**config.mk**
```make
export PLATFORM = sky130hd
export DESIGN_NAME = apb_requester
export DESIGN_NICKNAME = d
export VERILOG_FILES = /design/src/rtl/apb_req_pkg.sv /design/src/rtl/apb_req_timer.sv /design/src/rtl/apb_requester.sv
export SDC_FILE = /design/constraint.sdc
export NUM_CORES = 1
export LEC_CHECK = 0
export CAP_MARGIN = 20
export CORE_AREA = 2 2 83 125
export DETAILED_ROUTE_END_ITERATION = 6
export DIE_AREA = 0 0 85 127
export HOLD_SLACK_MARGIN = 0.03
export PLACE_DENSITY = 0.95
export SLEW_MARGIN = 20
export SYNTH_ARGS = -nofsm -noshare
export SYNTH_HDL_FRONTEND = slang
export SYNTH_HIERARCHICAL = 1
export SYNTH_SLANG_ARGS = --single-unit
```
**constraint.sdc**
```tcl
create_clock -name PCLK -period 9.67 [get_ports PCLK]
set_input_delay 0.967 -clock PCLK [delete_from_list [all_inputs] [get_ports PCLK]]
set_output_delay 0.967 -clock PCLK [all_outputs]
set_load 0.02 [all_outputs]
```
**src/rtl/apb_req_pkg.sv**
```systemverilog
// Shared types for the APB requester.
// Holds the FSM state enum, the command/response record layouts at the default
// 32-bit bus width, and a small helper used to derive PSEL from the FSM state.
package apb_req_pkg;

  localparam int APB_REQ_ADDR_W = 32;
  localparam int APB_REQ_DATA_W = 32;

  typedef enum logic [1:0] {
    IDLE   = 2'd0,
    SETUP  = 2'd1,
    ACCESS = 2'd2
  } apb_req_state_e;

  typedef struct packed {
    logic                      write;
    logic [APB_REQ_ADDR_W-1:0] addr;
    logic [APB_REQ_DATA_W-1:0] wdata;
  } apb_req_cmd_t;

  typedef struct packed {
    logic [APB_REQ_DATA_W-1:0] rdata;
    logic                      err;
    logic                      tmo;
  } apb_req_rsp_t;

  // The bus is selected in every state except IDLE.
  function automatic logic apb_req_busy(input apb_req_state_e s);
    return (s != IDLE);
  endfunction

endpackage

```
**src/rtl/apb_req_timer.sv**
```systemverilog
// ACCESS-phase watchdog for the APB requester.
// Ports:
//   PCLK, PRESET  clock and asynchronous active-high reset
//   load          clear the count (asserted in SETUP)
//   count         advance the count (ACCESS cycle with PREADY low)
//   expired       high during the TIMEOUT_CYCLES-th ACCESS cycle; if PREADY is
//                 still low in that cycle the transfer is aborted at its end
module apb_req_timer #(
  parameter int TIMEOUT_CYCLES = 256
) (
  input  logic PCLK,
  input  logic PRESET,
  input  logic load,
  input  logic count,
  output logic expired
);

  localparam int CNT_W = $clog2(TIMEOUT_CYCLES + 1);

  logic [CNT_W-1:0] cnt;

  always_ff @(posedge PCLK or posedge PRESET) begin
    if (PRESET) begin
      cnt <= '0;
    end else if (load) begin
      cnt <= '0;
    end else if (count) begin
      cnt <= cnt + CNT_W'(1);
    end
  end

  // cnt holds the number of stalled ACCESS cycles already completed, so the
  // current cycle is the last permitted one when it equals TIMEOUT_CYCLES-1.
  assign expired = (cnt == CNT_W'(TIMEOUT_CYCLES - 1));

endmodule

```
**src/rtl/apb_requester.sv**
```systemverilog
// APB3 requester: turns single-beat read/write commands on a valid/ready port
// into APB transfers and returns each result through a one-entry response
// register on a valid/ready port.
// Optional feature macro: APB_REQ_TIMEOUT_EN (ACCESS-phase timeout/abort).
// Ports:
//   PCLK, PRESET                      clock, asynchronous active-high reset
//   cmd_valid/cmd_ready               command handshake
//   cmd_write/cmd_addr/cmd_wdata      command payload
//   rsp_valid/rsp_ready               response handshake
//   rsp_rdata/rsp_err/rsp_tmo         response payload
//   PSEL/PENABLE/PWRITE/PADDR/PWDATA  APB request (all registered)
//   PRDATA/PREADY/PSLVERR             APB completion from the completer
module apb_requester
  import apb_req_pkg::*;
#(
  parameter int ADDR_W         = 32,
  parameter int DATA_W         = 32,
  parameter int TIMEOUT_CYCLES = 256
) (
  input  logic              PCLK,
  input  logic              PRESET,
  input  logic              cmd_valid,
  output logic              cmd_ready,
  input  logic              cmd_write,
  input  logic [ADDR_W-1:0] cmd_addr,
  input  logic [DATA_W-1:0] cmd_wdata,
  output logic              rsp_valid,
  input  logic              rsp_ready,
  output logic [DATA_W-1:0] rsp_rdata,
  output logic              rsp_err,
  output logic              rsp_tmo,
  output logic              PSEL,
  output logic              PENABLE,
  output logic              PWRITE,
  output logic [ADDR_W-1:0] PADDR,
  output logic [DATA_W-1:0] PWDATA,
  input  logic [DATA_W-1:0] PRDATA,
  input  logic              PREADY,
  input  logic              PSLVERR
);

  if (TIMEOUT_CYCLES < 1) begin : g_bad_timeout
    $error("apb_requester: TIMEOUT_CYCLES must be >= 1");
  end

  apb_req_state_e state, state_nxt;
  logic           accept;
  logic           done;
  logic           abort;

  // A new command may enter only when the response register is empty or is
  // being drained this very cycle; the next completion is at least two
  // cycles away, so it can never collide with the pop.
  assign cmd_ready = !PRESET && (state == IDLE) && (!rsp_valid || rsp_ready);
  assign accept    = cmd_valid && cmd_ready;
  assign done      = (state == ACCESS) && PREADY;

`ifdef APB_REQ_TIMEOUT_EN
  logic tmr_expired;

  apb_req_timer #(
    .TIMEOUT_CYCLES(TIMEOUT_CYCLES)
  ) u_timer (
    .PCLK    (PCLK),
    .PRESET  (PRESET),
    .load    (state == SETUP),
    .count   ((state == ACCESS) && !PREADY),
    .expired (tmr_expired)
  );

  // PREADY in the expiry cycle wins: only a still-stalled transfer aborts.
  assign abort = (state == ACCESS) && !PREADY && tmr_expired;
`else
  assign abort = 1'b0;
`endif

  always_comb begin
    state_nxt = state;
    case (state)
      IDLE:    if (accept) state_nxt = SETUP;
      SETUP:   state_nxt = ACCESS;
      ACCESS:  if (done || abort) state_nxt = IDLE;
      default: state_nxt = IDLE;
    endcase
  end

  // PSEL/PENABLE are registered from the next state so they follow the FSM
  // exactly, and drop asynchronously with PRESET.
  always_ff @(posedge PCLK or posedge PRESET) begin
    if (PRESET) begin
      state   <= IDLE;
      PSEL    <= 1'b0;
      PENABLE <= 1'b0;
    end else begin
      state   <= state_nxt;
      PSEL    <= apb_req_busy(state_nxt);
      PENABLE <= (state_nxt == ACCESS);
    end
  end

  // Request payload is captured on accept and then held through SETUP,
  // ACCESS and the following IDLE period.
  always_ff @(posedge PCLK or posedge PRESET) begin
    if (PRESET) begin
      PWRITE <= 1'b0;
      PADDR  <= '0;
      PWDATA <= '0;
    end else if (accept) begin
      PWRITE <= cmd_write;
      PADDR  <= cmd_addr;
      PWDATA <= cmd_wdata;
    end
  end

  // One-entry response register. Completion only occurs with the register
  // empty, so load and pop never coincide.
  always_ff @(posedge PCLK or posedge PRESET) begin
    if (PRESET) begin
      rsp_valid <= 1'b0;
      rsp_rdata <= '0;
      rsp_err   <= 1'b0;
    end else if (done) begin
      rsp_valid <= 1'b1;
      rsp_rdata <= PWRITE ? '0 : PRDATA;
      rsp_err   <= PSLVERR;
    end else if (abort) begin
      rsp_valid <= 1'b1;
      rsp_rdata <= '0;
      rsp_err   <= 1'b1;
    end else if (rsp_ready) begin
      rsp_valid <= 1'b0;
    end
  end

`ifdef APB_REQ_TIMEOUT_EN
  always_ff @(posedge PCLK or posedge PRESET) begin
    if (PRESET) begin
      rsp_tmo <= 1'b0;
    end else if (done) begin
      rsp_tmo <= 1'b0;
    end else if (abort) begin
      rsp_tmo <= 1'b1;
    end
  end
`else
  assign rsp_tmo = 1'b0;
`endif

endmodule
```
==> summary.txt, run 1 <==
Placed design
  – Final GP Congestion: around 0.80
  – Number of buffers added on ports: around 200
  – DP HPWL: 7990 µm

Global routing
  – First-pass GRT wire length: ~17000 µm
  – Grt ovf: 0
  – Largest net degree at the start of global routing: between 60 and 70
  – Initial antenna violation count: 0
  – GR Layer Usage met1: 22.38%
  – Grt met3 use: 4.522%
  – GR peak layer: met2
  – Global routing usage on met2: between 30% and 40%
  – Vias in the first global route: 3209
  – Gr usage total: 19.85%

Logic synthesis
  – Cell taking the most area after synthesis: dfrtp_1
  – Yosys top cell area share: between 60% and 70%
  – Avg Inst Size Synth: around 14 µm²
  – Post-synthesis instance total: just under 300
  – Synthesized area: roughly 0.0042 mm²
  – Synth Register Bits: a little over 100
  – Post-synthesis net count: 400
  – Post-synthesis sequential area ratio: 61.35%
  – Synth cell types: 18
  – Yosys synthesis warning count: 6
  – Synth top area cells: dfrtp_1 61%, mux2_4 14%, mux2_2 7.8%

Worst setup path
  – CP Launch Type: input port
  – CP Max Fanout: 55
  – Reg-to-Reg Start: state[1]
  – Crit. End Element: output pin
  – R2R cell count: 5
  – Setup slack, reg-to-reg: 7.34 ns
  – CP Class: in -> out
  – End of the worst register-to-register path: PADDR[25]
  – Worst Path Arrival: about 2.9 ns
  – Worst Setup EP: cmd_ready
  – Worst Setup SP: PRESET
  – Worst EP required: roughly 8.7 ns

Timing
  – Slew headroom: a little under two fifths
  – Fmax: roughly 0.26 GHz
  – Final-report hold violation count: 0
  – Final hold slack: around 0.48 ns
  – Final period util: between 30% and 40%
  – Worst-Margin Slew: about 0.95 ns
  – RSZ-0062 raised after global routing: no
  – Sum Neg Setup Slack: 0 ns
  – Slew Viols, Final: 0
  – Final setup fails: 0
  – Skew final: 0.008927 ns
  – Post-layout min period: 3.831 ns

Clock network
  – Worst-Skew Late Latency: ~0.33 ns
  – Clock sink count: a little over 100
  – Cts hold-fix bufs: 0
  – CTS root buffer: clkbuf_16
  – CTS resizes: 0
  – Setup repair bufs after CTS: 0
  – Cts bufs inserted: 9
  – Clk slew on worst S/H paths: ~0.06 ns
  – # H-tree levels: 3
  – CTS tree: done
  – Clock tree buffer depth: 2

Cells and area
  – P&R area growth vs syn: 55.33%
  – N_diodes: 0
  – Number of nets in the layout: 600
  – Layout cell share with drive strength beyond 1: 17.53%
  – Commonest cells after routing, fill and taps aside: 204 x clkdlybuf4s50_1, 103 x dfrtp_1, 39 x mux2_4
  – Commonest non-fill, non-tap cell in the layout: clkdlybuf4s50_1

Routing
  – Drt first pass iters: 6
  – WL final: between 10000 and 15000 µm
  – Vias per Instance: approximately 4.8
  – Routed via count: a little under 3000
  – Routed WL per cell: roughly 17 µm
  – Remaining DRCs: 0
  – DRT iter0 DRCs: 97
  – Antenna viol nets, final: 0

Floorplan
  – Row count: 44
  – Die Ht: ~130 µm
  – Starting Density: between 40 and 50%
  – Total Die Area: roughly 0.011 mm²
  – Chip Width: between 80 and 90 µm
  – I/O pin cnt: slightly above 200
  – Core area: just under 0.01 mm²

Flow run
  – Max Cap Viol: 0

Power
  – Worst VDD drop: roughly 0.17 mV
  – Pwr/cell area: 276.7 mW/mm²
  – Leakage: 2.803 nW
  – Tot Pwr: between 1.5 and 2 mW

Worst hold path
  – HP Class: reg -> reg

Outcome
  – Status: completed
per-layer routing:
layer / vias up / share of wire [%] / routed length [µm]
li1: 1392 / - / -
met1: 1427 / 36 / 3820
met4: 0 / 3.5 / 374
met2: 124 / 55 / 5826
met5: - / 0 / 0
met3: 25 / 5.8 / 617
how the worst min path moves through the flow:
| stage | startpoint | end | depth (start not counted) | slack (ns) |
|---|---|---|---|---|
| final | rsp_rdata[25] | rsp_rdata[25] | 2 | 0.48 |
| after detailed placement | rsp_rdata[30] | rsp_rdata[30] | 2 | 0.47 |
| after global routing | rsp_rdata[0] | rsp_rdata[0] | 2 | 0.51 |
| after global placement | rsp_rdata[6] | rsp_rdata[6] | 2 | 0.46 |
| after CTS | rsp_rdata[25] | rsp_rdata[25] | 2 | 0.48 |
| after floorplan | state[0] | PENABLE | 1 | 0.58 |
kinds of logic (layout without fill, tap and decap cells):
| group | Yosys count | in the layout | share of synthesized area, % |
|---|---|---|---|
| DFF | 103 | 103 | 61.35 |
| other | 1 | 1 | 0.08925 |
| AOI/OAI and AO/OA | 32 | 32 | 3.812 |
| and+or+nand+nor | 73 | 73 | 8.934 |
| muxes | 68 | 68 | 21.71 |
| buffers and inverters | 20 | 225 | 4.109 |
layout make-up:
class	instances	area, µm²
sequential	103	2577
fill	693	3108
clock inverter	3	17.52
timing repair buffer	207	2064
tap	115	143.9
multi-input combinational	174	1451
clock buffer	13	260.3
inverter	2	11.26
cells in the mapped netlist:
| master | n |
|---|---|
| dfrtp_1 | 103 |
| mux2_4 | 39 |
| nand2_1 | 35 |
| nand2b_1 | 34 |
| o21ai_0 | 32 |
| mux2_2 | 29 |
| buf_12 | 5 |
| clkbuf_1 | 5 |
| buf_2 | 4 |
| buf_4 | 3 |
| buf_1 | 1 |
| conb_1 | 1 |
| inv_1 | 1 |
| inv_2 | 1 |
| nand3b_1 | 1 |
| nor2_1 | 1 |
| nor3_1 | 1 |
| nor4b_2 | 1 |
worst max-delay path, stage by stage:
cell and delay, ns:
clkdlybuf4s50_1 0.48, inv_4 0.51, nand2_1 0.11, nor3_1 0.16, clkdlybuf4s50_1 0.63
registers in the layout, summed over array words and instances (netlist names):
register	cells
PWDATA	32
rsp_rdata	32
PSEL	1
state	2
PENABLE	1
PWRITE	1
rsp_valid	1
PADDR	32
rsp_err	1
report_power, final:
group | switching (mW) | total [mW] | internal [mW]
Clock | 0.146 | 0.334 | 0.188
Sequential | 0.0980 | 0.682 | 0.584
Combinational | 0.357 | 0.790 | 0.433
metrics by stage:
step / utilization (%) / setup WS, ns / instances / cell area (µm²)
floorplan: - / 4.949 / 297 / 4202
global placement: 64.86 / 5.812 / 601 / 6248
global route: 67.74 / 5.578 / 617 / 6526
CTS: 67.74 / 5.755 / 617 / 6526
finish: 67.74 / 5.839 / 617 / 6526
detailed placement: 64.86 / 5.773 / 601 / 6248
Power figures use the tool's default switching activity.
==> run 2, diff against run 1 <==
CORE_AREA = 2 2 91 136   (was 2 2 83 125)
DIE_AREA = 0 0 93 138   (was 0 0 85 127)
PLACE_DENSITY = 0.88   (was 0.95)
clock period = 3.1 ns   (was 9.67 ns; I/O delays follow)
==> run 2 against run 1 <==
Against the previous run: first-iteration DRC count is 21% lower; via count grew 1.2%; sequential power rose to 3.1 times the previous value; clock skew shrank 0.00055 ns; critical path depth is the same; wire length is 0.31% higher; utilization decreased by 11 points.
==> summary.txt, run 2 (synthesis gave the netlist of run 1 again) <==
Cells and area
  – Layout cell share with drive strength beyond 1: 18.25%
  – Regs by FF count: PADDR x32, PWDATA x32, rsp_rdata x32
  – P&R area growth vs syn: 57.59%
  – Commonest non-fill, non-tap cell in the layout: clkdlybuf4s50_1
  – Commonest cells after routing, fill and taps aside: 204 x clkdlybuf4s50_1, 103 x dfrtp_1, 39 x mux2_4
  – N_diodes: 0
  – Number of nets in the layout: approximately 600

Timing
  – Skew final: ~0.0084 ns
  – Final-report hold violation count: 0
  – Final period util: between 60 and 70%
  – Worst-Margin Slew: 0.8493 ns
  – Fmax: approximately 0.47 GHz
  – Post-layout min period: between 2 and 2.5 ns
  – Slew headroom: about 43%
  – Final setup fails: 0
  – Sum Neg Setup Slack: 0 ns
  – RSZ-0062 raised after global routing: no
  – Slew Viols, Final: 0
  – Final worst setup slack: ~0.97 ns
  – Final hold slack: about 0.48 ns

Clock network
  – CTS resizes: 0
  – Cts hold-fix bufs: 0
  – Clk slew on worst S/H paths: about 0.060 ns
  – CTS tree: done
  – Cts bufs inserted: 9
  – CTS root buffer: clkbuf_16
  – Setup repair bufs after CTS: 0
  – # H-tree levels: 3
  – Clock sink count: ~100
  – Clock tree buffer depth: 2
  – Worst-Skew Late Latency: 0.33 ns

Global routing
  – Largest net degree at the start of global routing: 67
  – Gr usage total: about 17%
  – Initial antenna violation count: 1
  – First-pass GRT wire length: ~17000 µm
  – Vias in the first global route: between 3000 and 4000
  – Grt ovf: 0

Worst hold path
  – HP Start: rsp_rdata[26]
  – HP Class: reg -> reg

Routing
  – Remaining DRCs: 0
  – Vias per Instance: around 4.6
  – WL final: approximately 11000 µm
  – Drt first pass iters: 4
  – DRT iter0 DRCs: a little under 80
  – Antenna viol nets, final: 0
  – Routed WL per cell: 16.24 µm
  – Routed via count: between 3000 and 4000

Placed design
  – Pre-CTS setup slack: approximately 0.73 ns
  – DP HPWL: 7995 µm
  – Final GP Congestion: between 0.7 and 0.8
  – Number of buffers added on ports: 204

Power
  – Worst VDD drop: roughly 0.48 mV
  – Leakage: roughly 2.8 nW
  – Pwr/cell area: ~860 mW/mm²
  – Tot Pwr: approximately 5.7 mW

Floorplan
  – Row count: slightly below 50
  – Die Ht: around 140 µm
  – Total Die Area: 0.01283 mm²
  – Core area: 0.01177 mm²
  – I/O pin cnt: around 200
  – Chip Width: around 93 µm
  – Starting Density: between 30% and 40%

Worst setup path
  – CP Max Fanout: 3
  – Crit. End Element: output pin
  – CP Launch Type: input port
  – Worst Path Arrival: 1.82 ns
  – CP Class: in -> out
  – Worst Setup SP: rsp_ready
  – Worst EP required: 2.79 ns
  – Reg-to-Reg Start: state[1]

Flow run
  – Max Cap Viol: 0

Outcome
  – Status: completed
[run 2: cell count changes in the layout (fill, tap and decap cells not counted), sizes merged]
cell / change
buf: +2
clkbuf: -4
clkinv: +2
inv: +1
bufinv: +1
[run 2: worst paths after layout]
path                                       to  slack, ns  cells after the start
worst min register to register  rsp_rdata[26]       0.48                      2
worst min-delay path            rsp_rdata[26]       0.48                      2
max in group asynchronous            PADDR[1]       1.35                      4
worst max register to register      PADDR[24]       1.08                      5
worst max-delay path                cmd_ready       0.97                      5
min in group asynchronous           rsp_valid       0.53                      3
[run 2: metrics by stage]
stage	util, %	area [µm²]	cells
6_report	56.25	6621	657
5_1_grt	56.25	6621	657
4_1_cts	56.25	6621	657
3_5_place_dp	53.73	6325	641
3_3_place_gp	53.73	6325	641
2_1_floorplan	-	4205	297
[run 2: area by class of cell]
cell class,instances,area [µm²]
Tap cell,153,191.4
Clock inverter,7,71.32
Sequential cell,103,2577
Clock buffer,9,225.2
Multi-Input combinational cell,174,1451
Inverter,2,12.51
Timing Repair Buffer,209,2092
Fill cell,997,5150
[run 2: where the power goes]
| part | switching, mW | total, mW | internal (mW) |
|---|---|---|---|
| clock | 0.492 | 1.12 | 0.629 |
| combinational | 1.15 | 2.50 | 1.36 |
| sequential | 0.269 | 2.09 | 1.82 |
| total | 1.91 | 5.72 | 3.81 |
[run 2: layer usage]
metal	GRT usage (%)	share of wire, %
met5	0	0.12
met2	29.29	53
met3	6.431	7.9
met4	7.353	3.2
met1	18.10	36
[run 2: critical path: stages]
cell and delay (ns):
clkdlybuf4s50_1 0.47, nand2b_1 0.14, nand2_1 0.06, nor3_1 0.16, clkdlybuf4s50_1 0.68
